## config.mk

```make
export PLATFORM = sky130hd
export DESIGN_NAME = channel_scheduler
export DESIGN_NICKNAME = d
export VERILOG_FILES = /design/src/rtl/channel_pkg.sv /design/src/rtl/channel_scheduler_rr_arbiter.sv /design/src/rtl/channel_scheduler.sv
export SDC_FILE = /design/constraint.sdc
export NUM_CORES = 1
export LEC_CHECK = 0
export ABC_AREA = 1
export BUFFER_PORTS_ARGS = -buffer_cell sky130_fd_sc_hd__buf_2
export CAP_MARGIN = 20
export CORE_UTILIZATION = 44
export CTS_BUF_LIST = sky130_fd_sc_hd__clkbuf_16
export CTS_CLUSTER_DIAMETER = 40
export DETAILED_ROUTE_END_ITERATION = 16
export PLACE_DENSITY = 0.81
export SLEW_MARGIN = 20
export SYNTH_ARGS = -nofsm -noshare
export SYNTH_HDL_FRONTEND = slang
export SYNTH_SLANG_ARGS = --single-unit
```

## constraint.sdc

```tcl
create_clock -name clk -period 2.8 [get_ports clk]
set_clock_uncertainty 0.2 [all_clocks]
set_input_delay 0.56 -clock clk [delete_from_list [all_inputs] [get_ports clk]]
set_output_delay 0.56 -clock clk [all_outputs]
set_load 0.03 [all_outputs]
```

## src/rtl/channel_pkg.sv

```systemverilog
// Shared constants for the channel A scheduler: FSM state encoding, engine status bits
// and the default start timeout.
package channel_pkg;

  localparam logic [2:0] ST_IDLE        = 3'd0;
  localparam logic [2:0] ST_START       = 3'd1;
  localparam logic [2:0] ST_WAIT_ACTIVE = 3'd2;
  localparam logic [2:0] ST_BUSY        = 3'd3;
  localparam logic [2:0] ST_DONE        = 3'd4;

  localparam int STATUS_BUSY = 3;
  localparam int STATUS_CE   = 4;
  localparam int STATUS_DE   = 5;

  localparam int DEFAULT_START_TIMEOUT = 16;
  localparam int MAX_RETRIES           = 3;

  function automatic logic is_busy(input logic [7:0] status);
    return status[STATUS_BUSY];
  endfunction

endpackage

```

## src/rtl/channel_scheduler_rr_arbiter.sv

```systemverilog
// Combinational round-robin pick: first set request bit searching upward from
// last_grant_i+1 with wrap-around.
module rr_arbiter #(
  parameter int NUM_REQ = 4,
  parameter int IDX_W   = 2
) (
  input  logic [NUM_REQ-1:0] req_i,
  input  logic [IDX_W-1:0]   last_grant_i,
  output logic [IDX_W-1:0]   grant_o,
  output logic               any_o
);

  logic             found_s;
  logic [IDX_W-1:0] idx_s;

  // Walk the requesters in priority order, keeping the first hit.
  always_comb begin
    grant_o = '0;
    found_s = 1'b0;
    idx_s   = '0;
    for (int i = 1; i <= NUM_REQ; i++) begin
      idx_s = IDX_W'((int'(last_grant_i) + i) % NUM_REQ);
      if (!found_s && req_i[idx_s]) begin
        found_s = 1'b1;
        grant_o = idx_s;
      end else begin
        found_s = found_s;
      end
    end
  end

  assign any_o = |req_i;

endmodule

```

## src/rtl/channel_scheduler.sv

```systemverilog
// Shares one channel A engine among NUM_REQ requesters: round-robin start arbitration,
// stream steering and per-requester completion. Option: CHANNEL_SCHEDULER_BUSY_RETRY_EN.
module channel_scheduler
  import channel_pkg::*;
#(
  parameter int NUM_REQ       = 4,
  parameter int START_TIMEOUT = DEFAULT_START_TIMEOUT
) (
  input  logic                   clk,
  input  logic                   reset_n,
  input  logic [NUM_REQ-1:0]     req_valid,
  output logic [NUM_REQ-1:0]     req_ready,
  input  logic [8*NUM_REQ-1:0]   req_address,
  input  logic [8*NUM_REQ-1:0]   req_command,
  input  logic [8*NUM_REQ-1:0]   req_count,
  output logic [NUM_REQ-1:0]     done_valid,
  input  logic [NUM_REQ-1:0]     done_ready,
  output logic [7:0]             done_status,
  output logic [7:0]             done_res_count,
  output logic                   done_error,
  output logic [7:0]             ch_address,
  output logic [7:0]             ch_command,
  output logic [7:0]             ch_count,
  output logic                   ch_start_strobe,
  input  logic                   ch_active,
  input  logic [7:0]             ch_status,
  input  logic                   ch_status_strobe,
  input  logic [7:0]             ch_res_count,
  output logic [7:0]             ch_send_tdata,
  output logic                   ch_send_tvalid,
  input  logic                   ch_send_tready,
  input  logic [7:0]             ch_recv_tdata,
  input  logic                   ch_recv_tvalid,
  output logic                   ch_recv_tready,
  input  logic [8*NUM_REQ-1:0]   send_tdata,
  input  logic [NUM_REQ-1:0]     send_tvalid,
  output logic [NUM_REQ-1:0]     send_tready,
  output logic [7:0]             recv_tdata,
  output logic [NUM_REQ-1:0]     recv_tvalid,
  input  logic [NUM_REQ-1:0]     recv_tready
);

  localparam int IDX_W = (NUM_REQ > 2) ? $clog2(NUM_REQ) : 1;
  localparam int TMO_W = $clog2(START_TIMEOUT + 1);
  localparam logic [NUM_REQ-1:0] ONE = NUM_REQ'(1);

  logic [7:0] addr_a [NUM_REQ];
  logic [7:0] cmd_a  [NUM_REQ];
  logic [7:0] cnt_a  [NUM_REQ];
  logic [7:0] sdata_a[NUM_REQ];

  for (genvar g = 0; g < NUM_REQ; g++) begin : g_unpack
    assign addr_a[g]  = req_address[8*g +: 8];
    assign cmd_a[g]   = req_command[8*g +: 8];
    assign cnt_a[g]   = req_count[8*g +: 8];
    assign sdata_a[g] = send_tdata[8*g +: 8];
  end

  logic [2:0]         state_d, state_q;
  logic [IDX_W-1:0]   grant_d, grant_q, last_grant_d, last_grant_q;
  logic [NUM_REQ-1:0] req_ready_d, req_ready_q, done_valid_d, done_valid_q;
  logic [7:0]         status_d, status_q, res_count_d, res_count_q;
  logic [7:0]         ch_address_d, ch_address_q, ch_command_d, ch_command_q;
  logic [7:0]         ch_count_d, ch_count_q;
  logic               done_error_d, done_error_q, strobe_d, strobe_q;
  logic [TMO_W-1:0]   tmo_d, tmo_q;
  logic [IDX_W-1:0]   arb_grant_s;
  logic               arb_any_s;
  logic [NUM_REQ-1:0] grant_onehot_s;
  logic               steer_en_s;
`ifdef CHANNEL_SCHEDULER_BUSY_RETRY_EN
  logic [1:0]         retry_d, retry_q;
`endif

  rr_arbiter #(.NUM_REQ(NUM_REQ), .IDX_W(IDX_W)) u_rr_arbiter (
    .req_i        (req_valid),
    .last_grant_i (last_grant_q),
    .grant_o      (arb_grant_s),
    .any_o        (arb_any_s)
  );

  assign grant_onehot_s = ONE << grant_q;
  assign steer_en_s     = (state_q == ST_WAIT_ACTIVE) || (state_q == ST_BUSY);

  // Next-state and output-register logic for the request/complete sequence.
  always_comb begin
    state_d      = state_q;
    grant_d      = grant_q;
    last_grant_d = last_grant_q;
    req_ready_d  = '0;
    done_valid_d = done_valid_q;
    status_d     = status_q;
    res_count_d  = res_count_q;
    ch_address_d = ch_address_q;
    ch_command_d = ch_command_q;
    ch_count_d   = ch_count_q;
    done_error_d = done_error_q;
    strobe_d     = 1'b0;
    tmo_d        = tmo_q;
`ifdef CHANNEL_SCHEDULER_BUSY_RETRY_EN
    retry_d      = retry_q;
`endif
    case (state_q)
      ST_IDLE: begin
        if (!ch_active && arb_any_s) begin
          grant_d      = arb_grant_s;
          ch_address_d = addr_a[arb_grant_s];
          ch_command_d = cmd_a[arb_grant_s];
          ch_count_d   = cnt_a[arb_grant_s];
          req_ready_d  = ONE << arb_grant_s;
`ifdef CHANNEL_SCHEDULER_BUSY_RETRY_EN
          retry_d      = 2'd0;
`endif
          state_d      = ST_START;
        end else begin
          state_d = ST_IDLE;
        end
      end
      ST_START: begin
        strobe_d = 1'b1;
        status_d = 8'h00;
        tmo_d    = '0;
        state_d  = ST_WAIT_ACTIVE;
      end
      ST_WAIT_ACTIVE: begin
        if (ch_active) begin
          state_d = ST_BUSY;
        end else if (tmo_q == TMO_W'(START_TIMEOUT)) begin
          done_error_d = 1'b1;
          done_valid_d = grant_onehot_s;
          state_d      = ST_DONE;
        end else begin
          tmo_d = tmo_q + 1'b1;
        end
      end
      ST_BUSY: begin
        if (ch_status_strobe) begin
          status_d = ch_status;
        end else begin
          status_d = status_q;
        end
        if (!ch_active) begin
          res_count_d = ch_res_count;
`ifdef CHANNEL_SCHEDULER_BUSY_RETRY_EN
          // A same-cycle status strobe decides the retry, hence status_d.
          if (is_busy(status_d) && (retry_q != 2'(MAX_RETRIES))) begin
            retry_d = retry_q + 2'd1;
            state_d = ST_START;
          end else begin
            done_valid_d = grant_onehot_s;
            state_d      = ST_DONE;
          end
`else
          done_valid_d = grant_onehot_s;
          state_d      = ST_DONE;
`endif
        end else begin
          state_d = ST_BUSY;
        end
      end
      ST_DONE: begin
        if (done_ready[grant_q]) begin
          done_valid_d = '0;
          done_error_d = 1'b0;
          last_grant_d = grant_q;
          state_d      = ST_IDLE;
        end else begin
          state_d = ST_DONE;
        end
      end
      default: begin
        state_d = ST_IDLE;
      end
    endcase
  end

  // State and registered outputs.
  always_ff @(posedge clk or negedge reset_n) begin
    if (!reset_n) begin
      state_q      <= ST_IDLE;
      grant_q      <= '0;
      last_grant_q <= IDX_W'(NUM_REQ - 1);
      req_ready_q  <= '0;
      done_valid_q <= '0;
      status_q     <= 8'h00;
      res_count_q  <= 8'h00;
      ch_address_q <= 8'h00;
      ch_command_q <= 8'h00;
      ch_count_q   <= 8'h00;
      done_error_q <= 1'b0;
      strobe_q     <= 1'b0;
      tmo_q        <= '0;
`ifdef CHANNEL_SCHEDULER_BUSY_RETRY_EN
      retry_q      <= 2'd0;
`endif
    end else begin
      state_q      <= state_d;
      grant_q      <= grant_d;
      last_grant_q <= last_grant_d;
      req_ready_q  <= req_ready_d;
      done_valid_q <= done_valid_d;
      status_q     <= status_d;
      res_count_q  <= res_count_d;
      ch_address_q <= ch_address_d;
      ch_command_q <= ch_command_d;
      ch_count_q   <= ch_count_d;
      done_error_q <= done_error_d;
      strobe_q     <= strobe_d;
      tmo_q        <= tmo_d;
`ifdef CHANNEL_SCHEDULER_BUSY_RETRY_EN
      retry_q      <= retry_d;
`endif
    end
  end

  // Stream steering follows the registered grant while the engine may be moving data.
  always_comb begin
    send_tready    = '0;
    recv_tvalid    = '0;
    ch_send_tvalid = 1'b0;
    ch_recv_tready = 1'b0;
    if (steer_en_s) begin
      ch_send_tvalid       = send_tvalid[grant_q];
      send_tready[grant_q] = ch_send_tready;
      recv_tvalid[grant_q] = ch_recv_tvalid;
      ch_recv_tready       = recv_tready[grant_q];
    end else begin
      ch_send_tvalid = 1'b0;
    end
  end

  assign ch_send_tdata   = sdata_a[grant_q];
  assign recv_tdata      = ch_recv_tdata;
  assign req_ready       = req_ready_q;
  assign done_valid      = done_valid_q;
  assign done_status     = status_q;
  assign done_res_count  = res_count_q;
  assign done_error      = done_error_q;
  assign ch_address      = ch_address_q;
  assign ch_command      = ch_command_q;
  assign ch_count        = ch_count_q;
  assign ch_start_strobe = strobe_q;

endmodule

```

# Yosys cells after proc, flatten, opt, wreduce, memory -nomap -nowiden

Index checks and enable logic that the tools add are counted.

Register bits: 62
Input port bits: 174
Output and inout bits: 76
Logic and storage cells: 130

$add $sub $neg: 5
$lt $le $gt $ge: 8
Eq/ne operators: 12
Shift operators: 2
Mux-type cells: 62
Bitwise logic cells: 5
Reduce and logical (&&, ||, !) cells: 23

Operators by type and width:

| cell                                                       | count |
|---|---|
| 2-to-1 mux 8 bit                                           | 9 |
| binary-select mux 8 bit (select 2 bit)                     | 4 |
| 2-to-1 mux 4 bit                                           | 8 |
| 2-to-1 mux 1 bit                                           | 18 |
| case mux 8 bit (2 select lines)                            | 1 |
| less-than comparator 2 x 3 -> 1 bit, second input constant | 5 |
| case mux 3 bit (5 select lines)                            | 1 |
| binary-select mux 1 bit (select 2 bit)                     | 7 |
| 2-to-1 mux 3 bit                                           | 4 |
| case mux 4 bit (3 select lines)                            | 1 |
| 2-to-1 mux 5 bit                                           | 2 |
| != test 2 bit, second input constant                       | 5 |
| case mux 5 bit (2 select lines)                            | 1 |
| AND 4 bit                                                  | 2 |
| 2-to-1 mux 2 bit                                           | 4 |
| AND reduction 2 bit                                        | 4 |
| left shift 1 x 2 -> 4 bit, first input constant            | 2 |
| == test 3 x 2 -> 1 bit, second input constant              | 2 |
| >= comparator 3 bit, second input constant                 | 2 |
| inverter 2 -> 3 bit                                        | 2 |
| nonzero test 2 bit                                         | 3 |
| adder 5 x 1 -> 5 bit, second input constant                | 1 |
| == test 5 bit, second input constant                       | 1 |
| logical AND 1 bit                                          | 5 |
| other kinds (18)                                           | 23 |

# Depth between registers and ports, before layout

Word-level depth: 17
Depth in mapped cells: 14
Mapped depth without buffers: 13

# By module

From an unflattened synthesis, not the netlist that was laid out.

Cell total of the unflattened synthesis: 560
Area total of the unflattened synthesis: 3921.3 µm²

Modules (own cells, without submodules):

| module            | instances | cells an instance | area each (µm²) | seq. area each (µm²) |
|---|---|---|---|---|
| channel_scheduler | 1         | 510               | 3619.7          | 1554.0 |
| rr_arbiter        | 1         | 50                | 301.5           | 0.0 |

# Worst setup path before layout

Ideal clock, no wire load.

Path type: register to output
From: reg grant_q[0]
To: out ch_recv_tready
Arrival time: 1.527 ns
Required time: 2.040 ns
Path slack: 0.513 ns
Stages on the path, launching flop included: 7
Buffers on the path: 1
Cell sequence: dfrtp_1 inv_1 nand2_1 inv_1 clkbuf_1 nand2_1 a31oi_1

Longest elaborated chain between the ends: 3

RTL lines:

| what                                   | line                     | source |
|---|---|---|
| from (decl)                            | channel_scheduler.sv:60  | `logic [IDX_W-1:0] grant_d, grant_q, last_grant_d, last_grant_q;` |
| from (signal assigned)                 | channel_scheduler.sv:198 | `grant_q <= grant_d;` |
| binary-select mux 1 bit (select 2 bit) | channel_scheduler.sv:226 | `ch_recv_tready = recv_tready[grant_q];` |
| 2-to-1 mux 1 bit (implied by the code) | channel_scheduler.sv:226 |  |
| 2-to-1 mux 1 bit                       | channel_scheduler.sv:222 | `if (steer_en_s) begin` |
| to (decl)                              | channel_scheduler.sv:34  | `output logic ch_recv_tready,` |

Every way passes these cells. The select of a mux whose other input is x is not followed.

# Worst setup path in the final report

From: reg last_grant_q[0]
To: reg ch_count_q[3], in the netlist ch_count[3]

Longest elaborated chain between the ends: 17
Elaborated cells on any way between the ends: 29
Those cells by class: 4 x add/sub; 18 x mux; 1 x bitwise; 6 x reduce/logical

RTL lines:

| what                                                  | line                               | source |
|---|---|---|
| from (decl)                                           | channel_scheduler.sv:60            |  |
| from (signal assigned)                                | channel_scheduler.sv:182           | `last_grant_q <= IDX_W'(NUM_REQ - 1);` |
| from (signal assigned)                                | channel_scheduler.sv:199           | `last_grant_q <= last_grant_d;` |
| adder 2 x 1 -> 2 bit                                  | channel_scheduler_rr_arbiter.sv:22 | `idx_s = IDX_W'((int'(last_grant_i) + i) % NUM_REQ);` |
| binary-select mux 1 bit (select 2 bit)                | channel_scheduler_rr_arbiter.sv:23 | `if (!found_s && req_i[idx_s]) begin` |
| 2-to-1 mux 1 bit (implied by the code)                | channel_scheduler_rr_arbiter.sv:23 |  |
| 2-to-1 mux 1 bit                                      | channel_scheduler_rr_arbiter.sv:23 |  |
| logical NOT 1 bit                                     | channel_scheduler_rr_arbiter.sv:23 |  |
| logical AND 1 bit                                     | channel_scheduler_rr_arbiter.sv:23 |  |
| 2-to-1 mux 1 bit                                      | channel_scheduler_rr_arbiter.sv:23 |  |
| logical NOT 1 bit                                     | channel_scheduler_rr_arbiter.sv:23 |  |
| logical AND 1 bit                                     | channel_scheduler_rr_arbiter.sv:23 |  |
| 2-to-1 mux 1 bit                                      | channel_scheduler_rr_arbiter.sv:23 |  |
| logical NOT 1 bit                                     | channel_scheduler_rr_arbiter.sv:23 |  |
| logical AND 1 bit                                     | channel_scheduler_rr_arbiter.sv:23 |  |
| 2-to-1 mux 2 bit *                                    | channel_scheduler_rr_arbiter.sv:23 |  |
| inverter 2 -> 3 bit (implied by the code) *           | channel_scheduler.sv:109           | `ch_count_d = cnt_a[arb_grant_s];` |
| binary-select mux 8 bit (select 2 bit) *              | channel_scheduler.sv:109           |  |
| 2-to-1 mux 8 bit (implied by the code) * (2 in a row) | channel_scheduler.sv:109           |  |
| to (signal assigned)                                  | channel_scheduler.sv:206           | `ch_count_q <= ch_count_d;` |
| to (decl)                                             | channel_scheduler.sv:64            | `logic [7:0] ch_count_d, ch_count_q;` |

Every way passes the cells marked *; elsewhere a longest branch is shown, timed or not. The select of a mux whose other input is x is not followed.
A chain may end at the register's enable or synchronous reset.

==> impl_metrics.toml <==
[placement]
portBuffers = 233
placed_cells = 902
place_congestion = 0.917
dp_hpwl_mm = 10.3
placed_area_mm2 = 0.00526

[timing]
slew_violations = 0
finalSetupViolCount = 0
fmaxAchievable_ghz = 0.391
relSlewSlack = 0.557
tns_ns = 0
period_share = 0.913
hold_viol = 0
period_needed_ns = 2.56
worstMarginPinSlew_ns = 0.664
rsz0062_at_grt = "false"

[finish]
synthToLayoutAreaGrowth_pct = 35.9
nNetsFinal = 983
num-fill-cells = 817
layout-drive-gt1-share = 0.384
finish.instance_area_mm2 = 0.00560
finalNonFillerCells = 920
diodes = 0

[drt]
drtIter0Drc = 301
wire_per_inst_um = 14.6
drt_first_pass_iters = 5
num_vias = 4778
vias_per_cell = 5.19
ant_nets = 0
routed_wirelength_mm = 13.4
drc = 0

[run_status]
outcome = "finished clean"

[setup_path]
setup.worst_path.start = "last_grant_q[0]$_DFFE_PN1P_"
r2r-start = "last_grant_q[0]$_DFFE_PN1P_"
crit_top_cell = "nand2_1"
slowest_delay_ns = 0.68
crit_required_ns = 2.80
critPathKind = "reg2reg"
arrival_ns = 2.56
critPathSlowestCell = "dfstp_2"
start_kind = "flop"
path_cells = "inv_2, nand2_1, nand2_1, nand2_1, nand2_2, nor2_8, nand2_2, nand2_4, nand2_4, nand2_1, nand2_1, nor2_1, nor2_1"
end_kind = "flop"
cp_max_fo = 51

[synthesis]
synth_cell_types = 37
syn_area_mm2 = 0.00412
synthFlopType = "dfrtp_1"
synthArstFlopShare = 1.00
yosys.area.top_type = "dfrtp_1"
synth_nets = 766
synth_seq_cells = 62
syn_area_per_cell_um2 = 6.99
synth_area_leaders = "dfrtp_1 (36%), nand2_1 (17%), nand3_1 (11%)"
synthDominantCellAreaShare = 0.364
synthCells = 590
synth_edf_count = 0
yosysWarnings = 0
synth_seq_area_share = 0.377

[die]
fp.dieW_um = 98.8
start_util = 0.464
die_h_um = 98.8
core-area_mm2 = 0.00889
num_io_pins = 250
dieArea_mm2 = 0.00976
rows = 34

[worst_hold_path]
worstHoldPathType = "in2async"

[clock_network]
numCtsBuffers = 9
cts_tree = "yes"
clk_pin_slew_ns = 0.05
cts.sinks = 62
clock_path_buffers = 2
cts-root-buf = "clkbuf_16"
htreeDepth = 3
clock_latency_ns = 0.32
cts_resized = 0

[global_route]
antenna_found_initial = 0
grt_pass1_wl_mm = 21.6
grt_pass1_vias = 4529
overflow = 0
grt_max_degree = 52
grt_use_total = 0.278

[power]
irDropWorstVdd_mv = 0.753
leakage_uw = 0.00320
cellPowerDensity_mw_per_mm2 = 1350

[flow_run]
cap_violations = 0
==> final timing paths <==
path,depth (start not counted),end,slack (ns)
hold / removal,1,ch_address[4]$_DFFE_PN0P_,0.03
hold reg to reg,2,done_res_count[0]$_DFFE_PN0P_,0.27
min in group clk,3,done_res_count[4]$_DFFE_PN0P_,0.25
max in group asynchronous,2,last_grant_q[0]$_DFFE_PN1P_,1.71
setup reg to reg,13,ch_count[3]$_DFFE_PN0P_,0.24
setup / recovery,13,ch_count[3]$_DFFE_PN0P_,0.24
==> metrics by stage <==
stage / hold WS (ns) / total power [uW] / utilization / worst slack, ns
5_1_grt: 0.0576 / 8170 / 0.630 / 0.0368
3_5_place_dp: 0.257 / 6360 / 0.592 / 0.161
4_1_cts: 0.0367 / 7580 / 0.628 / 0.150
2_1_floorplan: 0.0644 / 5310 / - / 0.513
6_report: 0.0253 / 7580 / 0.630 / 0.244
3_3_place_gp: 0.251 / 6240 / 0.592 / 0.298
==> cell usage after synthesis, drive strengths merged (4+ instances only) <==
master / n
a21oi: 6
a22oi: 15
buf: 26
clkbuf: 10
dfrtp: 60
inv: 35
nand2: 202
nand3: 96
nand4: 6
nor2: 76
nor3: 7
o21ai: 7
o22ai: 4
or2: 24
==> cells by family (layout without fill, tap and decap cells) <==
| group | count (synthesis) | in the layout | share of synthesized area |
|---|---|---|---|
| and+or+nand+nor | 414 | 414 | 0.459 |
| buffers and inverters | 73 | 295 | 0.0920 |
| DFF | 62 | 62 | 0.377 |
| AOI/OAI and AO/OA | 39 | 39 | 0.0662 |
| adders and majority gates | 2 | 2 | 0.00607 |
==> repair_timing <==
action	4_1_cts	5_1_grt
buffers inserted	0	2
hold buffers	0	0
hold endpoints to repair	0	0
setup endpoints to repair	0	10
==> critical path: cells and delay by family, from the launching register on <==
family	cells	cell delay, ns
buf+inv	1	0.11
flops	1	0.68
simple gates	12	1.42
==> flip-flops by register name, summed over array words and instances (netlist names) <==
| signal | flops |
|---|---|
| last_grant_q | 2 |
| done_res_count | 8 |
| done_status | 8 |
| done_valid | 4 |
| ch_command | 8 |
| req_ready | 4 |
| state_q | 3 |
| tmo_q | 5 |
| grant_q | 2 |
| done_error | 1 |
| ch_address | 8 |
| ch_count | 8 |
| ch_start_strobe | 1 |
==> cell type report <==
type	count	area (um2)	area share
multi-input combinational	455	2190	0.391
clock inverter	7	98.8	0.0177
clock buffer	9	225	0.0402
inverter	37	139	0.0248
timing repair buffer	242	1260	0.225
tap	108	135	0.0241
sequential	62	1550	0.278
==> layout by cell type (no fill, tap or decap), types with 3 or more instances in the layout <==
cell type / netlist / final
nand3_1: 89 / 89
a21oi_1: 5 / 5
o21ai_0: 6 / 6
nand2_2: 5 / 5
nand3_2: 7 / 7
nand2_4: 5 / 5
nand2_1: 192 / 192
inv_2: 4 / 4
nand4_1: 5 / 5
nor2_1: 74 / 74
dfrtp_1: 60 / 60
a22oi_1: 15 / 15
clkbuf_16: 0 / 9
or2_2: 24 / 24
nor3_1: 7 / 7
o22ai_1: 4 / 4
buf_2: 6 / 233
inv_1: 31 / 31
buf_4: 16 / 7
clkinv_4: 0 / 3
==> per-layer routing <==
layer  up-vias  track usage  part of all wire
met3        23       0.0411             0.056
li1       2330            -                 -
met1      2242        0.369              0.43
met5         -            0                 0
met2       183        0.468              0.50
met4         0       0.0884             0.016
==> report_power, final <==
part	switching [uW]	total, uW	internal (uW)	leakage (uW)
logic	3340	4830	1490	0.00229
clock network	399	1180	781	0.000156
registers	258	1580	1320	0.000757
No activity file was read; power rests on OpenSTA's default activity.
